## src/rtl/wb_sha_bridge_pkg.sv

```systemverilog
// Shared types and constants for the Wishbone-to-SHA-256 register bridge.
// Holds the FSM encoding, address region codes, local register offsets and STATUS bit positions.
package wb_sha_bridge_pkg;

  typedef enum logic [1:0] {
    IDLE     = 2'd0,
    CORE_REQ = 2'd1,
    CORE_CAP = 2'd2,
    ACK      = 2'd3
  } state_e;

  localparam logic [1:0] RGN_CORE  = 2'b00;
  localparam logic [1:0] RGN_LOCAL = 2'b01;

  localparam logic [9:0] STATUS_OFS  = 10'h000;
  localparam logic [9:0] ACC_CNT_OFS = 10'h004;

  localparam int STATUS_W       = 3;
  localparam int STAT_BAD_SEL   = 0;
  localparam int STAT_CORE_ERR  = 1;
  localparam int STAT_UNMAPPED  = 2;

endpackage

```

## src/rtl/wb_sha_bridge_if.sv

```systemverilog
// Wishbone classic slave-side bundle between the Caravel bus and the SHA bridge.
// The master modport is used by whatever drives the bus cycles.
interface wb_sha_bridge_if;
  logic        wbs_cyc_i;
  logic        wbs_stb_i;
  logic        wbs_we_i;
  logic [3:0]  wbs_sel_i;
  logic [31:0] wbs_adr_i;
  logic [31:0] wbs_dat_i;
  logic        wbs_ack_o;
  logic [31:0] wbs_dat_o;

  modport slave (
    input  wbs_cyc_i, wbs_stb_i, wbs_we_i, wbs_sel_i, wbs_adr_i, wbs_dat_i,
    output wbs_ack_o, wbs_dat_o
  );

  modport master (
    output wbs_cyc_i, wbs_stb_i, wbs_we_i, wbs_sel_i, wbs_adr_i, wbs_dat_i,
    input  wbs_ack_o, wbs_dat_o
  );
endinterface

```

## src/rtl/wb_sha_bridge.sv

```systemverilog
// Wishbone classic slave in front of the SHA-256 core register port, with a local
// window holding sticky fault flags (W1C), an access counter and a fault interrupt.
module wb_sha_bridge
  import wb_sha_bridge_pkg::*;
#(
  parameter logic [31:0] BASE    = 32'h3000_0000,
  parameter logic [31:0] MASK    = 32'hFFFF_F000,
  parameter int unsigned CORE_AW = 8
) (
  input  logic               clk,
  input  logic               reset_n,
  wb_sha_bridge_if.slave     wbs,
  output logic               core_cs,
  output logic               core_we,
  output logic [CORE_AW-1:0] core_address,
  output logic [31:0]        core_write_data,
  input  logic [31:0]        core_read_data,
  input  logic               core_error,
  output logic               err_irq
);

  function automatic logic is_hit(input logic [31:0] adr);
    return (adr & MASK) == BASE;
  endfunction

  state_e                state_q, state_d;
  logic                  abort_q, abort_d;
  logic                  core_cs_q, core_cs_d;
  logic                  ack_q, ack_d;
  logic                  core_we_q, core_we_d;
  logic [CORE_AW-1:0]    core_addr_q, core_addr_d;
  logic [31:0]           core_wdata_q, core_wdata_d;
  logic [31:0]           ack_dat_q, ack_dat_d;
  logic [STATUS_W-1:0]   status_q, status_d;
  logic [15:0]           acc_cnt_q, acc_cnt_d;

  logic                  req;
  logic                  core_go;
  logic [1:0]            rgn;
  logic [9:0]            ofs;
  logic [31:0]           local_rd;

  assign rgn     = wbs.wbs_adr_i[11:10];
  assign ofs     = wbs.wbs_adr_i[9:0];
  assign req     = wbs.wbs_cyc_i & wbs.wbs_stb_i & is_hit(wbs.wbs_adr_i);
  assign core_go = (rgn == RGN_CORE) && (!wbs.wbs_we_i || (wbs.wbs_sel_i == 4'hF));

  always_comb begin
    local_rd = '0;
    if (ofs == STATUS_OFS)       local_rd[STATUS_W-1:0] = status_q;
    else if (ofs == ACC_CNT_OFS) local_rd[15:0]         = acc_cnt_q;
  end

  always_ff @(posedge clk or negedge reset_n) begin
    if (!reset_n) begin
      state_q <= IDLE;
      abort_q <= 1'b0;
    end else begin
      state_q <= state_d;
      abort_q <= abort_d;
    end
  end

  // A dropped cyc during the core strobe still lets the core access finish; only the ack is skipped.
  always_comb begin
    state_d = state_q;
    abort_d = (state_q == CORE_REQ) && !wbs.wbs_cyc_i;
    unique case (state_q)
      IDLE:     if (req) state_d = core_go ? CORE_REQ : ACK;
      CORE_REQ: state_d = CORE_CAP;
      CORE_CAP: state_d = (abort_q || !wbs.wbs_cyc_i) ? IDLE : ACK;
      ACK:      state_d = IDLE;
    endcase
  end

  always_comb begin
    core_we_d    = core_we_q;
    core_addr_d  = core_addr_q;
    core_wdata_d = core_wdata_q;
    ack_dat_d    = ack_dat_q;
    status_d     = status_q;
    acc_cnt_d    = acc_cnt_q;
    if (state_q == IDLE && req) begin
      if (core_go) begin
        core_we_d    = wbs.wbs_we_i;
        core_addr_d  = wbs.wbs_adr_i[CORE_AW+1:2];
        core_wdata_d = wbs.wbs_dat_i;
      end else if (rgn == RGN_CORE) begin
        status_d[STAT_BAD_SEL] = 1'b1;
        ack_dat_d              = '0;
      end else if (rgn == RGN_LOCAL) begin
        ack_dat_d = local_rd;
        if (wbs.wbs_we_i && ofs == STATUS_OFS)
          status_d = status_q & ~wbs.wbs_dat_i[STATUS_W-1:0];
      end else begin
        status_d[STAT_UNMAPPED] = 1'b1;
        ack_dat_d               = '0;
      end
    end else if (state_q == CORE_CAP) begin
      ack_dat_d = core_read_data;
      acc_cnt_d = acc_cnt_q + 16'd1;
      if (core_error) status_d[STAT_CORE_ERR] = 1'b1;
    end
    core_cs_d = (state_d == CORE_REQ);
    ack_d     = (state_d == ACK);
  end

  always_ff @(posedge clk or negedge reset_n) begin
    if (!reset_n) begin
      core_cs_q    <= 1'b0;
      ack_q        <= 1'b0;
      core_we_q    <= 1'b0;
      core_addr_q  <= '0;
      core_wdata_q <= '0;
      ack_dat_q    <= '0;
      status_q     <= '0;
      acc_cnt_q    <= '0;
    end else begin
      core_cs_q    <= core_cs_d;
      ack_q        <= ack_d;
      core_we_q    <= core_we_d;
      core_addr_q  <= core_addr_d;
      core_wdata_q <= core_wdata_d;
      ack_dat_q    <= ack_dat_d;
      status_q     <= status_d;
      acc_cnt_q    <= acc_cnt_d;
    end
  end

  assign core_cs         = core_cs_q;
  assign core_we         = core_we_q;
  assign core_address    = core_addr_q;
  assign core_write_data = core_wdata_q;
  assign wbs.wbs_ack_o   = ack_q;
  assign wbs.wbs_dat_o   = ack_q ? ack_dat_q : 32'd0;
  assign err_irq         = |status_q;

endmodule

```

## src/flat_wrapper.sv

```systemverilog
// flat-port wrapper written by rule: the top's interface ports become plain ports
module wb_sha_bridge_flat import wb_sha_bridge_pkg::*;
#(
  parameter logic [31:0] BASE    = 32'h3000_0000,
  parameter logic [31:0] MASK    = 32'hFFFF_F000,
  parameter int unsigned CORE_AW = 8
)
  (clk, reset_n, core_cs, core_we, core_address, core_write_data, core_read_data, core_error, err_irq, wbs_wbs_cyc_i, wbs_wbs_stb_i, wbs_wbs_we_i, wbs_wbs_sel_i, wbs_wbs_adr_i, wbs_wbs_dat_i, wbs_wbs_ack_o, wbs_wbs_dat_o);
  wb_sha_bridge_if wbs_i ();
  input  logic clk;
  input  logic reset_n;
  output logic core_cs;
  output logic core_we;
  output logic [CORE_AW-1:0] core_address;
  output logic [31:0] core_write_data;
  input  logic [31:0] core_read_data;
  input  logic core_error;
  output logic err_irq;
  input wire logic [$bits(wbs_i.wbs_cyc_i)-1:0] wbs_wbs_cyc_i;
  input wire logic [$bits(wbs_i.wbs_stb_i)-1:0] wbs_wbs_stb_i;
  input wire logic [$bits(wbs_i.wbs_we_i)-1:0] wbs_wbs_we_i;
  input wire logic [$bits(wbs_i.wbs_sel_i)-1:0] wbs_wbs_sel_i;
  input wire logic [$bits(wbs_i.wbs_adr_i)-1:0] wbs_wbs_adr_i;
  input wire logic [$bits(wbs_i.wbs_dat_i)-1:0] wbs_wbs_dat_i;
  output wire logic [$bits(wbs_i.wbs_ack_o)-1:0] wbs_wbs_ack_o;
  output wire logic [$bits(wbs_i.wbs_dat_o)-1:0] wbs_wbs_dat_o;
  assign wbs_i.wbs_cyc_i = wbs_wbs_cyc_i;
  assign wbs_i.wbs_stb_i = wbs_wbs_stb_i;
  assign wbs_i.wbs_we_i = wbs_wbs_we_i;
  assign wbs_i.wbs_sel_i = wbs_wbs_sel_i;
  assign wbs_i.wbs_adr_i = wbs_wbs_adr_i;
  assign wbs_i.wbs_dat_i = wbs_wbs_dat_i;
  assign wbs_wbs_ack_o = wbs_i.wbs_ack_o;
  assign wbs_wbs_dat_o = wbs_i.wbs_dat_o;
  wb_sha_bridge #(.BASE(BASE), .MASK(MASK), .CORE_AW(CORE_AW)) u_core (.clk(clk), .reset_n(reset_n), .wbs(wbs_i), .core_cs(core_cs), .core_we(core_we), .core_address(core_address), .core_write_data(core_write_data), .core_read_data(core_read_data), .core_error(core_error), .err_irq(err_irq));
endmodule
```

## config.mk

```make
export PLATFORM = sky130hd
export DESIGN_NAME = wb_sha_bridge_flat
export DESIGN_NICKNAME = d
export VERILOG_FILES = /design/src/rtl/wb_sha_bridge_pkg.sv /design/src/rtl/wb_sha_bridge_if.sv /design/src/rtl/wb_sha_bridge.sv /design/src/flat_wrapper.sv
export SDC_FILE = /design/constraint.sdc
export NUM_CORES = 1
export LEC_CHECK = 0
export CAP_MARGIN = 20
export CORE_MARGIN = 2
export CORE_UTILIZATION = 43
export CTS_CLUSTER_SIZE = 30
export DETAILED_ROUTE_END_ITERATION = 10
export GPL_ROUTABILITY_DRIVEN = 0
export PLACE_DENSITY_LB_ADDON = 0.08
export SLEW_MARGIN = 30
export SYNTH_ARGS = -nofsm -noshare
export SYNTH_HDL_FRONTEND = slang
export SYNTH_SLANG_ARGS = --single-unit
export TNS_END_PERCENT = 10
```

## constraint.sdc

```tcl
create_clock -name clk -period 2.1 [get_ports clk]
set_input_delay 0.21 -clock clk [delete_from_list [all_inputs] [get_ports clk]]
set_output_delay 0.21 -clock clk [all_outputs]
set_load 0.03 [all_outputs]
```

==> results.md <==
* Average size of a mapped cell at 12.4 sq um
* Worst Hold Class: primary input to async pin
* HPWL Detailed at 8120 um
* Clock Skew at 0.00750 ns
* Avg WL per Cell at 15.8 um
* Count of final hold-check violations at 0
* DR pass1 iterations at 4
* Clock Tree Root: clkbuf_8
* Clock Tree Buf Depth at 2
* R2R Setup Slk at 0.12 ns
* Ys flop type: dfrtp_1
* Worst slack, placed at -0.145 ns
* VDD IR max at 0.344 mV
* # rows at 36
* Share of power burned in the clock network at 0.266
* Clock Pin Slew Worst Setup and Hold Paths at 0.09 ns
* Leak at 3.38 nW
* Seq pwr share at 0.532
* Final setup viols at 0
* Fraction of registers with async set/reset at 1.00
* Final Max Tran Viols at 0
* NumNets Final at 651
* Syn Inst Count at 343
* Tcrit/Tclk final at 0.944
* Crit path max-delay family: buffers and inverters
* Layout cells sized above 1 at 0.168
* Int Pwr at 0.00334 W
* Yosys reg bits at 97
* Crit path buffers/inverters at 1
* H-Tree Depth at 3
* Most common cell after layout, fill and taps aside: clkdlybuf4s50_1
* Syn nets at 450
* Die Y at 103 um
* Fmax at 0.505 GHz
* WP data required at 1.89 ns
* Drt total wl at 10,800 um
* Largest net degree at the start of global routing at 41
* Total core area at 0.00968 sq mm
* Final instance area at 0.00663 sq mm
* Max incr delay on CP at 0.62 ns
* CTS tree: done
* Clk sinks at 97
* Cts bufs inserted at 9
* Port-buffer cells at 181
* Routed Antenna Nets at 0
* GRT Util Overall at 0.211
* RSZ-0062 raised after global routing: no
* Crit end category: primary output
* First-pass GRT wire length at 17,200 um
* Number of global-route vias before repair at 3,591
* Leading area contributor after synthesis: dfrtp_1
* Later-pin clock latency in the skew report at 0.36 ns
* Crit path arrival time at 1.77 ns
* Sw Ratio at 0.264
* I/O pin total at 182
* Routed via count at 3,410
* Post-synthesis cell area at 0.00425 sq mm
* Register area share after synthesis at 0.572
* Die area at 0.0107 sq mm
* Slew headroom at 0.546
* Post-synth cell types at 43
* PwrDens at 684 mW/mm^2
* CP max-delay cell: clkdlybuf4s50_1
* ANT cells at 0
* Cell Chain, Critical Path: or3_1 -> clkdlybuf4s50_1
* Worst setup SP type: flip-flop
* Detailed router's first-iteration violation count at 81
* Status: completed
* Initial core utilization at 0.438
* Max cap viols at 0
* R2r worst-path depth at 5
* Vias per inst at 5.01
* Total grt overflow at 0
* Crit-path max FO at 4
* Number of synthesized flops with an enable pin at 0
* DRC Markers at 0
* Most frequent cells in the layout: 154 x clkdlybuf4s50_1, 97 x dfrtp_1, 41 x mux2_2, 34 x and2_1, 26 x dlymetal6s2s_1
* Final worst path period need at 1.98 ns
* CP Class: flip-flop to primary output
* DIE WIDTH at 103 um
* Total power at 0.00454 W
* Logic pwr share at 0.202
* Synth area leaders: dfrtp_1 57%, mux2_2 11%, and2_1 5.0%, a22o_1 3.7%, a2bb2oi_1 2.7%
* Synth top area share at 0.572
* Post-DP Area at 0.00636 sq mm
* Critical R2R Capture: u_core.ack_dat_q[2]
* Final setup margin at 0.118 ns
* Initial antenna violation count at 0
* Area delta synth->final at 56.2%
* Sw Pwr at 0.00120 W
* Tightest Pin Transition at 0.680 ns
* Worst reg2reg path startpoint: u_core.state_q[1]
* Yosys Warn Count at 0
## worst reg2reg max path, cell delays in order, from the launching register on
cell	delay, ns
dfrtp_1	0.42
nor4b_2	0.34
and4_4	0.29
nand2_2	0.09
or4_1	0.57
a2bb2oi_1	0.18
## flip-flops by register name (all words and copies together), names as in the netlist
signal / count
u_core.core_address: 8
u_core.state_q: 2
u_core.core_write_data: 32
u_core.core_cs: 1
u_core.acc_cnt_q: 16
u_core.abort_q: 1
u_core.ack_dat_q: 32
u_core.status_q: 3
u_core.core_we: 1
u_core.wbs.wbs_ack_o: 1
## cells in the mapped netlist, types with 2 or more instances
library cell and n:
dfrtp_1 97, mux2_2 41, and2_1 34, nand2_1 25
a22o_1 18, a2bb2oi_1 13, o21ai_0 13, xnor2_1 11
nor2_1 10, clkbuf_1 8, nand3_1 8, nand4_1 8
buf_4 5, xor2_1 4, a21oi_1 3, and3_1 3
mux2i_1 3, nor4_1 3, or4_1 3, a21boi_0 2
a31o_2 2, inv_1 2, mux2_1 2, nand2b_1 2
nand3b_1 2, nor2_2 2, nor3_1 2, nor4b_2 2
## power groups by stage
stage,Combinational (W),Sequential [W],Clock [W]
2_1_floorplan,0.000522,0.00238,0
3_3_place_gp,0.000889,0.00243,0
3_5_place_dp,0.000928,0.00244,0
4_1_cts,0.000932,0.00241,0.00124
5_1_grt,0.00101,0.00245,0.00132
6_report,0.000915,0.00241,0.00121
## final cells by class
class,count,area (sq um)
timing repair buffer,205,2090
clock buffer,10,138
tap,133,166
clock inverter,5,56.3
sequential,97,2430
inverter,2,7.51
multi-input combinational,229,1740
fill,754,3050
## layer usage
layer  track usage  vias up  wire [um]
met2         0.335      114       5100
met4        0.0698        0        144
met5             0        -          0
met3        0.0833       13        983
li1              -     1629          -
met1         0.265     1654       4530
## cell families (layout without fill, tap and decap cells)
| kind of cell | Yosys count | after routing | share of synthesized area |
|---|---|---|---|
| fa+ha+maj | 1 | 1 | 0.00295 |
| xor+xnor | 15 | 15 | 0.0309 |
| simple gates | 112 | 112 | 0.155 |
| flops | 97 | 97 | 0.572 |
| buf+inv | 17 | 222 | 0.0197 |
| mux | 46 | 46 | 0.121 |
| compound gates | 55 | 55 | 0.0984 |
## what timing repair did
action	4_1_cts	5_1_grt
endpoints found under the hold margin	37	0
resized for setup	0	26
buffers inserted	0	0
hold buffers	1	0
endpoints found under the setup margin	0	26
## stage by stage
step | setup TNS (ns) | hold slack [ns] | util | std cells
6_report | 0 | 0.362 | 0.685 | 681
5_1_grt | 0 | 0.407 | 0.685 | 681
4_1_cts | 0 | 0.374 | 0.678 | 681
3_5_place_dp | -7.50 | 0.223 | 0.657 | 665
3_3_place_gp | -5.33 | 0.223 | 0.657 | 665
2_1_floorplan | 0 | -0.0856 | - | 343
## worst max-delay path by stage
stage,startpoint,to,slack (ns),cells past startpoint
final,u_core.status_q[1],err_irq,0.12,2
after global routing,u_core.status_q[1],err_irq,0.02,2
after CTS,u_core.wbs.wbs_ack_o,wbs_wbs_dat_o[8],0.02,3
after detailed placement,wbs_wbs_sel_i[2],u_core.ack_dat_q[29],-0.15,6
after global placement,wbs_wbs_adr_i[15],u_core.core_write_data[24],-0.10,7
after floorplan,u_core.state_q[1],u_core.core_address[7],0.26,6
(Power assumes the default switching activity.)
